===== src/rtl/music_playlist_ctrl.sv =====
// music_playlist_ctrl
//   Playlist sequencer in front of the music player. A play command walks
//   song ids first..last. For each song it pulses start_song with song_sel
//   held, waits for player_idle to fall and then rise again, and inserts a
//   silent gap before the next song. Supports stop, skip and loop.
//   player_abort is OR'd into the player's reset by the top level.
//
// Ports
//   clk, rst           clock; synchronous active-high reset
//   play, stop, skip   one-cycle commands (priority stop > skip > play)
//   loop_en            1 = wrap last->first instead of finishing
//   first_song         playlist range, latched on an accepted play
//   last_song
//   player_idle        player idle status
//   player_song_sel    song id to player, held from one START to the next
//   player_start_song  one-cycle start pulse to player
//   player_abort       one-cycle pulse that resets the player
//   busy               high in every state except IDLE
//   cur_song           same value as player_song_sel
//   done               one-cycle pulse when the playlist finishes normally
//   err                one-cycle pulse on a start timeout
module music_playlist_ctrl #(
    parameter int NUM_SONGS     = 2,
    parameter int GAP_CYCLES    = 256,
    parameter int START_TIMEOUT = 8
) (
    input  logic       clk,
    input  logic       rst,
    input  logic       play,
    input  logic       stop,
    input  logic       skip,
    input  logic       loop_en,
    input  logic [4:0] first_song,
    input  logic [4:0] last_song,
    input  logic       player_idle,
    output logic [4:0] player_song_sel,
    output logic       player_start_song,
    output logic       player_abort,
    output logic       busy,
    output logic [4:0] cur_song,
    output logic       done,
    output logic       err
);

    typedef enum logic [2:0] {
        S_IDLE,
        S_START,
        S_WAIT_BUSY,
        S_PLAY,
        S_GAP,
        S_ABORT
    } state_t;

    localparam logic [5:0]  SONG_LIMIT = 6'(NUM_SONGS);
    localparam logic [15:0] GAP_LAST   = 16'(GAP_CYCLES - 1);
    localparam logic [15:0] TMO_LAST   = 16'(START_TIMEOUT - 1);
    localparam bit          GAP_EN     = (GAP_CYCLES != 0);

    state_t      state_q, state_d;
    logic [4:0]  sel_q, sel_d;       // song currently presented to the player
    logic [4:0]  next_q, next_d;     // song to start when the gap ends
    logic [4:0]  first_q, first_d;
    logic [4:0]  last_q, last_d;
    logic [15:0] gap_q, gap_d;
    logic [15:0] tmo_q, tmo_d;
    logic        skip_q, skip_d;     // ABORT was entered by skip, not stop
    logic        done_q, done_d;
    logic        err_q, err_d;

    logic        range_ok;
    logic        at_last;
    logic [4:0]  adv_song;
    logic        adv_req;            // current song is over: apply advance rules
    logic        adv_gap;            // advance through GAP (natural end / timeout)

    assign range_ok = (first_song <= last_song) && ({1'b0, last_song} < SONG_LIMIT);
    assign at_last  = (sel_q == last_q);
    assign adv_song = at_last ? first_q : sel_q + 5'd1;

    always_comb begin
        state_d = state_q;
        sel_d   = sel_q;
        next_d  = next_q;
        first_d = first_q;
        last_d  = last_q;
        gap_d   = gap_q;
        tmo_d   = tmo_q;
        skip_d  = skip_q;
        done_d  = 1'b0;
        err_d   = 1'b0;
        adv_req = 1'b0;
        adv_gap = 1'b0;

        case (state_q)
            S_IDLE: begin
                // stop/skip in the same cycle swallow a play
                if (play && !stop && !skip && range_ok) begin
                    first_d = first_song;
                    last_d  = last_song;
                    sel_d   = first_song;
                    state_d = S_START;
                end
            end
            S_START: begin
                tmo_d = 16'd0;
                if (stop) begin
                    skip_d  = 1'b0;
                    state_d = S_ABORT;
                end else if (skip) begin
                    skip_d  = 1'b1;
                    state_d = S_ABORT;
                end else begin
                    state_d = S_WAIT_BUSY;
                end
            end
            S_WAIT_BUSY: begin
                if (stop) begin
                    skip_d  = 1'b0;
                    state_d = S_ABORT;
                end else if (skip) begin
                    skip_d  = 1'b1;
                    state_d = S_ABORT;
                end else if (!player_idle) begin
                    state_d = S_PLAY;
                end else if (tmo_q == TMO_LAST) begin
                    // player never went busy: flag it and move on
                    err_d   = 1'b1;
                    adv_req = 1'b1;
                    adv_gap = 1'b1;
                end else begin
                    tmo_d = tmo_q + 16'd1;
                end
            end
            S_PLAY: begin
                if (stop) begin
                    skip_d  = 1'b0;
                    state_d = S_ABORT;
                end else if (skip) begin
                    skip_d  = 1'b1;
                    state_d = S_ABORT;
                end else if (player_idle) begin
                    adv_req = 1'b1;
                    adv_gap = 1'b1;
                end
            end
            S_GAP: begin
                if (stop) begin
                    state_d = S_IDLE;
                end else if (skip || gap_q == GAP_LAST) begin
                    sel_d   = next_q;
                    state_d = S_START;
                end else begin
                    gap_d = gap_q + 16'd1;
                end
            end
            S_ABORT: begin
                // a skipped song goes straight to the next start: the user
                // asked for the next song now, so no silent gap
                if (skip_q) adv_req = 1'b1;
                else        state_d = S_IDLE;
            end
            default: state_d = S_IDLE;
        endcase

        if (adv_req) begin
            if (at_last && !loop_en) begin
                state_d = S_IDLE;
                done_d  = 1'b1;
            end else if (adv_gap && GAP_EN) begin
                next_d  = adv_song;
                gap_d   = 16'd0;
                state_d = S_GAP;
            end else begin
                sel_d   = adv_song;
                state_d = S_START;
            end
        end
    end

    always_ff @(posedge clk) begin
        if (rst) begin
            state_q <= S_IDLE;
            sel_q   <= 5'd0;
            next_q  <= 5'd0;
            first_q <= 5'd0;
            last_q  <= 5'd0;
            gap_q   <= 16'd0;
            tmo_q   <= 16'd0;
            skip_q  <= 1'b0;
            done_q  <= 1'b0;
            err_q   <= 1'b0;
        end else begin
            state_q <= state_d;
            sel_q   <= sel_d;
            next_q  <= next_d;
            first_q <= first_d;
            last_q  <= last_d;
            gap_q   <= gap_d;
            tmo_q   <= tmo_d;
            skip_q  <= skip_d;
            done_q  <= done_d;
            err_q   <= err_d;
        end
    end

    assign player_song_sel   = sel_q;
    assign cur_song          = sel_q;
    assign player_start_song = (state_q == S_START);
    assign player_abort      = (state_q == S_ABORT);
    assign busy              = (state_q != S_IDLE);
    assign done              = done_q;
    assign err               = err_q;

endmodule

===== config.mk =====
export PLATFORM = sky130hd
export DESIGN_NAME = music_playlist_ctrl
export DESIGN_NICKNAME = d
export VERILOG_FILES = /design/src/rtl/music_playlist_ctrl.sv
export SDC_FILE = /design/constraint.sdc
export NUM_CORES = 1
export LEC_CHECK = 0
export ABC_CLOCK_PERIOD_IN_PS = 5500
export CORE_ASPECT_RATIO = 0.75
export CORE_MARGIN = 4
export CORE_UTILIZATION = 55
export CTS_BUF_LIST = sky130_fd_sc_hd__clkbuf_4 sky130_fd_sc_hd__clkbuf_8
export DETAILED_ROUTE_END_ITERATION = 7
export GPL_TIMING_DRIVEN = 0
export PLACE_DENSITY = 0.77
export RECOVER_POWER = 25
export SETUP_SLACK_MARGIN = 0.5
export SYNTH_ARGS = -nofsm -noshare
export SYNTH_HDL_FRONTEND = slang
export SYNTH_SLANG_ARGS = --single-unit

===== constraint.sdc =====
create_clock -name clk -period 5.5 [get_ports clk]
set_input_delay 0.825 -clock clk [delete_from_list [all_inputs] [get_ports clk]]
set_output_delay 0.825 -clock clk [all_outputs]
set_load 0.05 [all_outputs]

==> impl_results.md, run 1 <==
- Outcome: finished, final reports clean
- Yosys top cell by area: dfxtp_1
- Die area: 7076 sq um
- Worst-margin pin slew: 0.6562 ns
- Placed cell count: 472
- DRT Pass-1 Iters: 5
- Vias per cell: 5.747
- Initial Utilization: 0.5817
- Total GRT Usage: 0.2285
- Vias in the first global route: 2,505
- Number of DRC markers in iteration 0: 349
- ANT cells: 0
- Critical Path AT: 3.23 ns
- Slowest-stage cell, CP: dlygate4sd3_1
- GR Layer Usage met2: 0.3105
- Final #Nets: 433
- Internal power: 729.7 uW
- Synth area leaders: dfxtp_1 (37%), xnor2_1 (5.2%), nor2_1 (5.2%)
- RePlAce Congestion: 0.8814
- Largest net degree at the start of global routing: 11
- # port buffers: 31
- Critical Path RT: 5.72 ns
- Static Leak: 1.436 nW
- Layout area overhead: 18.49%
- Io pins: 32
- Worst vdd ir: 0.1626 mV
- Worst path cell trace: dlygate4sd3_1 > nand4bb_1 > nor3_1 > a21oi_1 > clkbuf_1 > nor3_1 > xnor2_1 > nor2_1
- Seq/Total Area, Yosys: 0.3651
- Commonest non-fill, non-tap cell in the layout: dfxtp_1
- CTS tree: built
- Routed len/inst: 14.97 microns
- Max Fanout on Critical Path: 10
- Type of the worst setup path: input port to flip-flop
- RSZ-0062 raised after global routing: false
- Crit path max-delay family: buffers and inverters
- Synth Instances: 366
- Ys async rst share: 0
- Clock power frac: 0.491
- Setup Viol. Count Final: 0
- Final TNS setup: 0 ns
- Seq cells post-synth: 58
- Net Switching: 196.1 uW
- Die width: 95.81 microns
- Max-Cap Viols: 0
- Final Hold Viols: 0
- Layout cells sized above 1: 0.1019
- Post-CTS resize count: 0
- Via count: 2,799
- Synthesized Nets: 391
- Crit path time final: 3.010 ns
- CTS buffer count: 9
- Fill count: 461
- Leading cell types in the layout, fill and taps excluded: dfxtp_1 (58), nor2_1 (44), nand2_1 (25), clkdlybuf4s50_1 (23), xnor2_1 (19)
- First-pass GRT wire length: 12,450 microns
- Fin cells: 487
- Most frequent CP cell: nor3_1
- Root Driver: clkbuf_8
- Grt met3 use: 0.07062
- Slew Limit Headroom: 0.5602
- Sw Ratio: 0.2118
- Post-DP Area: 3585 sq um
- Critical path capture point type: flip-flop
- Clk Latency, worst-skew pair: 0.35 ns
- Hold WS: 0.4584 ns
- Pwr Density: 245.7 nW/um^2
- Max clock buf depth: 2
- Antenna violations before repair: 0
- Post-CTS Setup Inserts: 0
- HPWL after detailed placement: 5271 microns
- F_max: 332.2 MHz
- Routed Antenna Nets: 0
- Global route overflow: 0
- Drc violations: 0
- Total power: 925.8 uW
- Clk sinks: 58
- Met1 usage: 0.3369
- Top FF cell, synth: dfxtp_1
- Critical Path Start Type: input port
- Pins Over Slew Limit: 0
- Sequential power share: 0.455
- Crit share post-route: 0.5474
- H-tree depth: 3
- CP bufs+invs: 2
- Avg Cell Area, Syn: 8.690 sq um
- Core Area: 5468 sq um
- Post-Syn Area: 3181 sq um
- Hold buffer count at CTS: 0
- Yosys warns: 0
- Height of the die: 73.86 microns
- Max incr delay on CP: 0.72 ns
- Clk_skew: 0.007880 ns
- Synth cell types: 61
- Finished layout cell area: 3769 sq um
- Fraction of post-synthesis cell area in the top cell type by area: 0.3651
- HP Class: flip-flop to flip-flop
- Core Rows: 23
- Reg clk slew, reported paths: 0.06 ns
- EDFF count, synth: 0
- Drt total wl: 7292 microns
- GRT busiest layer: met1
- Combinational share of power: 0.054
==> metrics by stage <==
step	utilization	worst slack (ns)
floorplan	-	3.100
global placement	0.6556	2.298
detailed placement	0.6556	2.274
CTS	0.6970	2.527
global route	0.6892	2.343
finish	0.6892	2.490
==> path summary, 6_finish.rpt <==
kind | startpoint | to | slack, ns | cells past startpoint
max reg2reg | tmo_q[0] | tmo_q[13] | 2.89 | 8
max | stop | tmo_q[13] | 2.49 | 8
min | next_q[1] | next_q[1] | 0.46 | 2
min reg2reg | next_q[1] | next_q[1] | 0.46 | 2
==> kinds of logic (layout without fill, tap and decap cells) <==
kind of cell | count (synthesis) | count (layout) | synth area share
buf+inv | 32 | 78 | 0.05350
fa+ha+maj | 8 | 8 | 0.03147
xor+xnor | 37 | 37 | 0.1019
mux | 11 | 11 | 0.03501
simple gates | 159 | 159 | 0.2785
flops | 58 | 58 | 0.3651
compound gates | 61 | 61 | 0.1345
==> cells in the mapped netlist (3+ instances only) <==
library cell  number
a21o_1             4
a21oi_1           14
a221oi_1           4
a31oi_1            5
and2_1             6
and3_1            10
and4_1             4
buf_2              3
buf_4              8
clkbuf_1           6
dfxtp_1           58
ha_1               8
inv_1             10
mux2i_1           10
nand2_1           25
nand3_1           15
nand3b_1           3
nand4_1            4
nor2_1            44
nor2b_1            3
nor3_1            12
nor4_1             7
o2111ai_1          4
o21ai_0           12
or2_0              5
xnor2_1           19
xor2_1            18
==> worst register-to-register path: stages (launching register included) <==
cell and delay, ns:
dfxtp_1 0.38, ha_1 0.22, nor4bb_1 0.30, nand4_1 0.20
a21oi_1 0.57, clkbuf_1 0.48, nor3_1 0.13, xnor2_1 0.17
nor2_1 0.05
==> power groups by stage <==
stage | logic, mW | clock network (mW) | registers, mW
2_1_floorplan | 0.0262 | 0 | 0.431
3_3_place_gp | 0.0494 | 0 | 0.430
3_5_place_dp | 0.0502 | 0 | 0.430
4_1_cts | 0.0509 | 0.464 | 0.421
5_1_grt | 0.0546 | 0.484 | 0.421
6_report | 0.0501 | 0.455 | 0.421
==> registers in the layout (all words and copies together) (netlist names) <==
| register | cells |
|---|---|
| first_q | 5 |
| err | 1 |
| skip_q | 1 |
| state_q | 3 |
| last_q | 5 |
| cur_song | 5 |
| next_q | 5 |
| done | 1 |
| tmo_q | 16 |
| gap_q | 16 |
==> layout make-up <==
type                            count  area [sq um]  share of cell area
Clock inverter                      2         60.06             0.01594
Inverter                           10         37.54            0.009960
Clock buffer                       13         166.4             0.04416
Timing Repair Buffer               31         310.3             0.08234
Sequential cell                    58          1161              0.3081
Buffer                             22         128.9             0.03420
Tap cell                           75         93.84             0.02490
Multi-Input combinational cell    276          1810              0.4804
==> routing by layer <==
metal / up-vias / part of all wire
met3: 14 / 0.072
met5: - / 0
met2: 87 / 0.42
met4: 0 / 0.014
met1: 1311 / 0.50
li1: 1387 / -
Power figures use the tool's default switching activity.
==> run 2, diff against run 1 <==
--- a/config.mk
+++ b/config.mk
@@ -5,14 +5,14 @@
 export SDC_FILE = /design/constraint.sdc
 export NUM_CORES = 1
 export LEC_CHECK = 0
-export ABC_CLOCK_PERIOD_IN_PS = 5500
+export ABC_CLOCK_PERIOD_IN_PS = 2750
 export CORE_ASPECT_RATIO = 0.75
 export CORE_MARGIN = 4
-export CORE_UTILIZATION = 55
+export CORE_UTILIZATION = 53
 export CTS_BUF_LIST = sky130_fd_sc_hd__clkbuf_4 sky130_fd_sc_hd__clkbuf_8
 export DETAILED_ROUTE_END_ITERATION = 7
 export GPL_TIMING_DRIVEN = 0
-export PLACE_DENSITY = 0.77
+export PLACE_DENSITY = 0.78
 export RECOVER_POWER = 25
 export SETUP_SLACK_MARGIN = 0.5
 export SYNTH_ARGS = -nofsm -noshare
==> constraint.sdc (replaced) <==
create_clock -name clk -period 2.75 [get_ports clk]
set_input_delay 0.4125 -clock clk [delete_from_list [all_inputs] [get_ports clk]]
set_output_delay 0.4125 -clock clk [all_outputs]
set_load 0.05 [all_outputs]
==> run 2 against run 1 <==
Against the previous run:
- non-clock buffer count increased by 4
- final area grew 1.6%
- combinational power is 120% higher
==> impl_results.md, run 2 (synthesis gave the netlist of run 1 again) <==
- Initial Utilization: 0.5460
- HP Class: flip-flop to flip-flop
- CTS buffer count: 9
- Slew Limit Headroom: 0.6011
- Leading cell types in the layout, fill and taps excluded: dfxtp_1 (58), nor2_1 (43), nand2_1 (26), xnor2_1 (19)
- Final TNS setup: 0 ns
- F_max: 408.0 MHz
- Setup Viol. Count Final: 0
- Die area: 7318 sq um
- Worst vdd ir: 0.2801 mV
- RSZ-0062 raised after global routing: true
- Combinational share of power: 0.064
- CTS tree: built
- Drc violations: 0
- Max incr delay on CP: 0.64 ns
- HPWL after detailed placement: 5483 microns
- Worst path cell trace: dlygate4sd3_1 > nand4bb_4 > or3_4 > o22ai_1 > o21ai_4 > nand2_1 > buf_6 > nor2_1
- Pwr Density: 454.0 nW/um^2
- Routed Antenna Nets: 0
- Height of the die: 75.09 microns
- Layout area overhead: 20.34%
- Worst slack, placed: -0.07401 ns
- # port buffers: 31
- First-pass GRT wire length: 12,390 microns
- Hold WS: 0.4524 ns
- Outcome: finished, final reports clean
- Antenna violations before repair: 0
- Io pins: 32
- Drt total wl: 7590 microns
- Pins Over Slew Limit: 0
- Commonest non-fill, non-tap cell in the layout: dfxtp_1
- Crit share post-route: 0.8913
- H-tree depth: 3
- Total power: 1.738 mW
- Via count: 2,899
- Sw Ratio: 0.2256
- Slowest-stage cell, CP: dlygate4sd3_1
- Max clock buf depth: 2
- Internal power: 1.346 mW
- Reg clk slew, reported paths: 0.06 ns
- Max-Cap Viols: 0
- Core Rows: 24
- CP bufs+invs: 2
- Clk Latency, worst-skew pair: 0.34 ns
- ANT cells: 0
- Met1 usage: 0.2925
- Vias per cell: 5.868
- Worst-margin pin slew: 0.6010 ns
- Grt met3 use: 0.06759
- RePlAce Congestion: 0.8897
- Net Switching: 392.1 uW
- Top flop regs: gap_q x16, tmo_q x16
- Max Fanout on Critical Path: 10
- Final Hold Viols: 0
- Layout cells sized above 1: 0.1370
- Critical Path AT: 2.69 ns
- Total GRT Usage: 0.2101
- Static Leak: 1.480 nW
- Routed len/inst: 15.36 microns
- Clock power frac: 0.452
- Vias in the first global route: 2,609
- Crit path max-delay family: simple AND/OR/NAND/NOR gates
- Critical path capture point type: flip-flop
- Die width: 97.45 microns
- Core Area: 5826 sq um
- Final #Nets: 437
- DRT Pass-1 Iters: 5
- Crit path time final: 2.451 ns
- Setup WS post-layout: 0.2990 ns
- GR Layer Usage met2: 0.3166
- Hold buffer count at CTS: 0
- Number of DRC markers in iteration 0: 319
- Global route overflow: 0
- Critical Path RT: 2.99 ns
- Largest net degree at the start of global routing: 11
- Critical Path Start Type: input port
- Type of the worst setup path: input port to flip-flop
- Clk sinks: 58
- Sequential power share: 0.485
- GRT busiest layer: met2
- Root Driver: clkbuf_8
- Clk_skew: 0.006165 ns
[run 2: cell count changes in the layout (fill, tap and decap cells not counted), sizes merged]
| cell | delta |
|---|---|
| buf | +3 |
| bufinv | -1 |
| clkbuf | +4 |
| clkdlybuf4s50 | -5 |
| clkinv | +2 |
| dlygate4sd2 | +2 |
| dlygate4sd3 | -2 |
| dlymetal6s2s | +1 |
[run 2: what timing repair did]
action,in CTS,in global routing
setup buffers,1,3
pin swaps,3,3
gates resized for setup,13,13
setup endpoints to repair,30,27
[run 2: final cells by class]
cell class / instances / area [sq um]
repair buffers: 35 / 339.1
flip-flops and latches: 58 / 1161
plain buffers: 22 / 143.9
clock buffers: 12 / 152.6
inverters: 10 / 37.54
fillers: 502 / 1998
well taps: 78 / 97.59
clock inverters: 3 / 40.04
multi-input cells: 276 / 1856
[run 2: worst min-delay path, stage by stage (launching register included)]
cell and delay [ns]:
dfxtp_1 0.30, nand2_1 0.05, a21oi_1 0.05
[run 2: through the flow]
stage / std cells / utilization / area, sq um
detailed placement: 475 / 0.6160 / 3588
finish: 494 / 0.6570 / 3827
floorplan: 366 / - / 3181
CTS: 491 / 0.6561 / 3822
global placement: 475 / 0.6160 / 3588
global route: 494 / 0.6570 / 3827
[run 2: worst paths after layout]
kind / startpoint / to / slack (ns) / depth (start not counted)
setup reg to reg: tmo_q[0] / gap_q[5] / 0.35 / 9
hold / removal: next_q[3] / next_q[3] / 0.45 / 2
hold reg to reg: next_q[3] / next_q[3] / 0.45 / 2
setup / recovery: player_idle / gap_q[5] / 0.30 / 8
[run 2: power by group through the flow]
| stage | Sequential (mW) | Combinational (mW) | Clock [mW] |
|---|---|---|---|
| after floorplan | 0.861 | 0.0525 | 0 |
| after global placement | 0.861 | 0.0992 | 0 |
| after detailed placement | 0.861 | 0.101 | 0 |
| after CTS | 0.842 | 0.107 | 0.793 |
| after global routing | 0.842 | 0.121 | 0.823 |
| final | 0.842 | 0.110 | 0.785 |
[run 2: per-layer routing]
layer	up-vias	wire, microns
met5	-	0
met4	0	66
met3	13	649
met2	118	3347
met1	1376	3527
li1	1392	-
==> run 3, diff against run 2 <==
--- a/config.mk
+++ b/config.mk
@@ -5,7 +5,7 @@
 export SDC_FILE = /design/constraint.sdc
 export NUM_CORES = 1
 export LEC_CHECK = 0
-export ABC_CLOCK_PERIOD_IN_PS = 2750
+export ABC_CLOCK_PERIOD_IN_PS = 2000
 export CORE_ASPECT_RATIO = 0.75
 export CORE_MARGIN = 4
 export CORE_UTILIZATION = 53
==> constraint.sdc (replaced) <==
create_clock -name clk -period 2 [get_ports clk]
set_input_delay 0.3 -clock clk [delete_from_list [all_inputs] [get_ports clk]]
set_output_delay 0.3 -clock clk [all_outputs]
set_load 0.05 [all_outputs]
==> run 3 against run 2 <==
Against the previous run:
- register-to-register slack got worse by 0.32 ns
- non-clock buffer count increased by 49
- final cell count is 10% higher
- critical path type unchanged
- critical endpoint is now next_q[3]
- hold slack worse by 0.22 ns
- routed wire length is 56% higher
- utilization increased by 21 points
==> impl_results.md, run 3 (synthesis gave the netlist of run 1 again) <==
- Io pins: 32
- Crit path time final: 1.971 ns
- Critical Path AT: 2.25 ns
- Leading cell types in the layout, fill and taps excluded: buf_4 (40), dfxtp_1 (35), nor2_1 (28), buf_6 (23), nand2_1 (21)
- Core Rows: 24
- Max Fanout on Critical Path: 8
- Clk sinks: 58
- CTS tree: built
- Clk Latency, worst-skew pair: 0.36 ns
- Die width: 97.45 microns
- Via count: 3,473
- Pins Over Slew Limit: 0
- Drc violations: 0
- HPWL after detailed placement: 5636 microns
- RePlAce Congestion: 0.8428
- Static Leak: 1.878 nW
- Post-DP Area: 3919 sq um
- Top flop regs: gap_q x16, tmo_q x16
- Worst vdd ir: 0.4679 mV
- Setup Viol. Count Final: 0
- Hold WS: 0.2276 ns
- First-pass GRT wire length: 15,320 microns
- DRT Pass-1 Iters: 5
- Pwr Density: 467.8 nW/um^2
- Critical Path Start Type: input port
- # port buffers: 31
- Routed len/inst: 21.73 microns
- Slew Limit Headroom: 0.5617
- Hold buffer count at CTS: 0
- HP Class: input port to flip-flop
- RR Startpoint: tmo_q[1]
- Max clock buf depth: 2
- Critical path capture point type: flip-flop
- Worst-margin pin slew: 0.6530 ns
- Crit share post-route: 0.9857
- CTS buffer count: 9
- Final Hold Viols: 0
- RSZ-0062 raised after global routing: true
- Hold Startpoint: first_song[2]
- Vias per cell: 6.372
- Core Area: 5826 sq um
- Height of the die: 75.09 microns
- Outcome: finished, final reports clean
- Critical Path RT: 2.28 ns
- Initial Utilization: 0.5460
- Type of the worst setup path: input port to flip-flop
- Fill count: 265
- Reg clk slew, reported paths: 0.07 ns
- Origin of the worst setup path: stop
- Layout area overhead: 59.52%
- Drt total wl: 11,850 microns
- Worst slack, placed: -0.5732 ns
- Total GRT Usage: 0.2667
- F_max: 507.3 MHz
- Root Driver: clkbuf_8
- Finished layout cell area: 5074 sq um
- Number of DRC markers in iteration 0: 494
- Max-Cap Viols: 0
- Commonest non-fill, non-tap cell in the layout: buf_4
- Clk_skew: 0.01323 ns
- ANT cells: 0
- Die area: 7318 sq um
- Vias in the first global route: 3,085
- Layout cells sized above 1: 0.5075
- Total power: 2.373 mW
- H-tree depth: 3
- Largest net degree at the start of global routing: 11
- Setup WS post-layout: 0.02861 ns
- Global route overflow: 0
- Final #Nets: 487
- Routed Antenna Nets: 0
- Antenna violations before repair: 0
==> run 3: cell count changes in the layout (fill, tap and decap cells not counted), moves of 8 or more <==
cell	delta
nor2_1	-15
dfxtp_2	+16
buf_8	+8
buf_4	+31
buf_6	+21
nor2_4	+14
dfxtp_1	-23
clkdlybuf4s50_1	-15
a21oi_1	-8
==> run 3: metal layers <==
metal	track usage	share of wire
met2	0.4252	0.47
met4	0.1198	0.041
met1	0.3333	0.40
met5	0	0
met3	0.09167	0.092
==> run 3: final timing paths <==
kind | endpoint | slack [ns] | depth (start not counted)
setup / recovery | next_q[3] | 0.03 | 7
hold / removal | first_q[2] | 0.23 | 3
setup reg to reg | tmo_q[8] | 0.03 | 9
hold reg to reg | first_q[1] | 0.49 | 2
==> run 3: per-stage QoR <==
step,instances,util,setup TNS [ns]
final,545,0.8709,0
after global routing,545,0.8709,-0.09592
after CTS,526,0.7897,0
after detailed placement,475,0.6727,-22.16
after global placement,475,0.6727,-20.32
after floorplan,366,-,0
==> run 3: what timing repair did <==
item | in CTS | in global routing
cloned | 6 | 0
resized for setup | 165 | 111
setup endpoints to repair | 73 | 63
pin swaps | 48 | 52
setup buffers | 29 | 19
==> run 3: area by class of cell <==
class,instances,area [sq um],share of cell area
tap,78,97.59,0.01924
sequential,58,1207,0.2380
buffer,22,209.0,0.04118
timing repair buffer,84,732.0,0.1443
clock inverter,6,33.78,0.006658
clock buffer,10,131.4,0.02589
multi-input combinational,277,2613,0.5149
inverter,10,50.05,0.009864
==> run 3: where the power goes <==
group          internal (mW)  leakage, nW  total [mW]  switching (mW)
clock network          0.451       0.0845       0.955           0.504
logic                  0.125         1.31       0.269           0.144
registers               1.15        0.481        1.15         0.00216
total                   1.72         1.88        2.37           0.650
==> run 3: critical path: stages <==
cell and delay (ns):
clkdlybuf4s15_2 0.32, nand4bb_4 0.35, or3_4 0.39, o22ai_4 0.31, o21ai_4 0.18, or2_0 0.24
a21oi_1 0.17
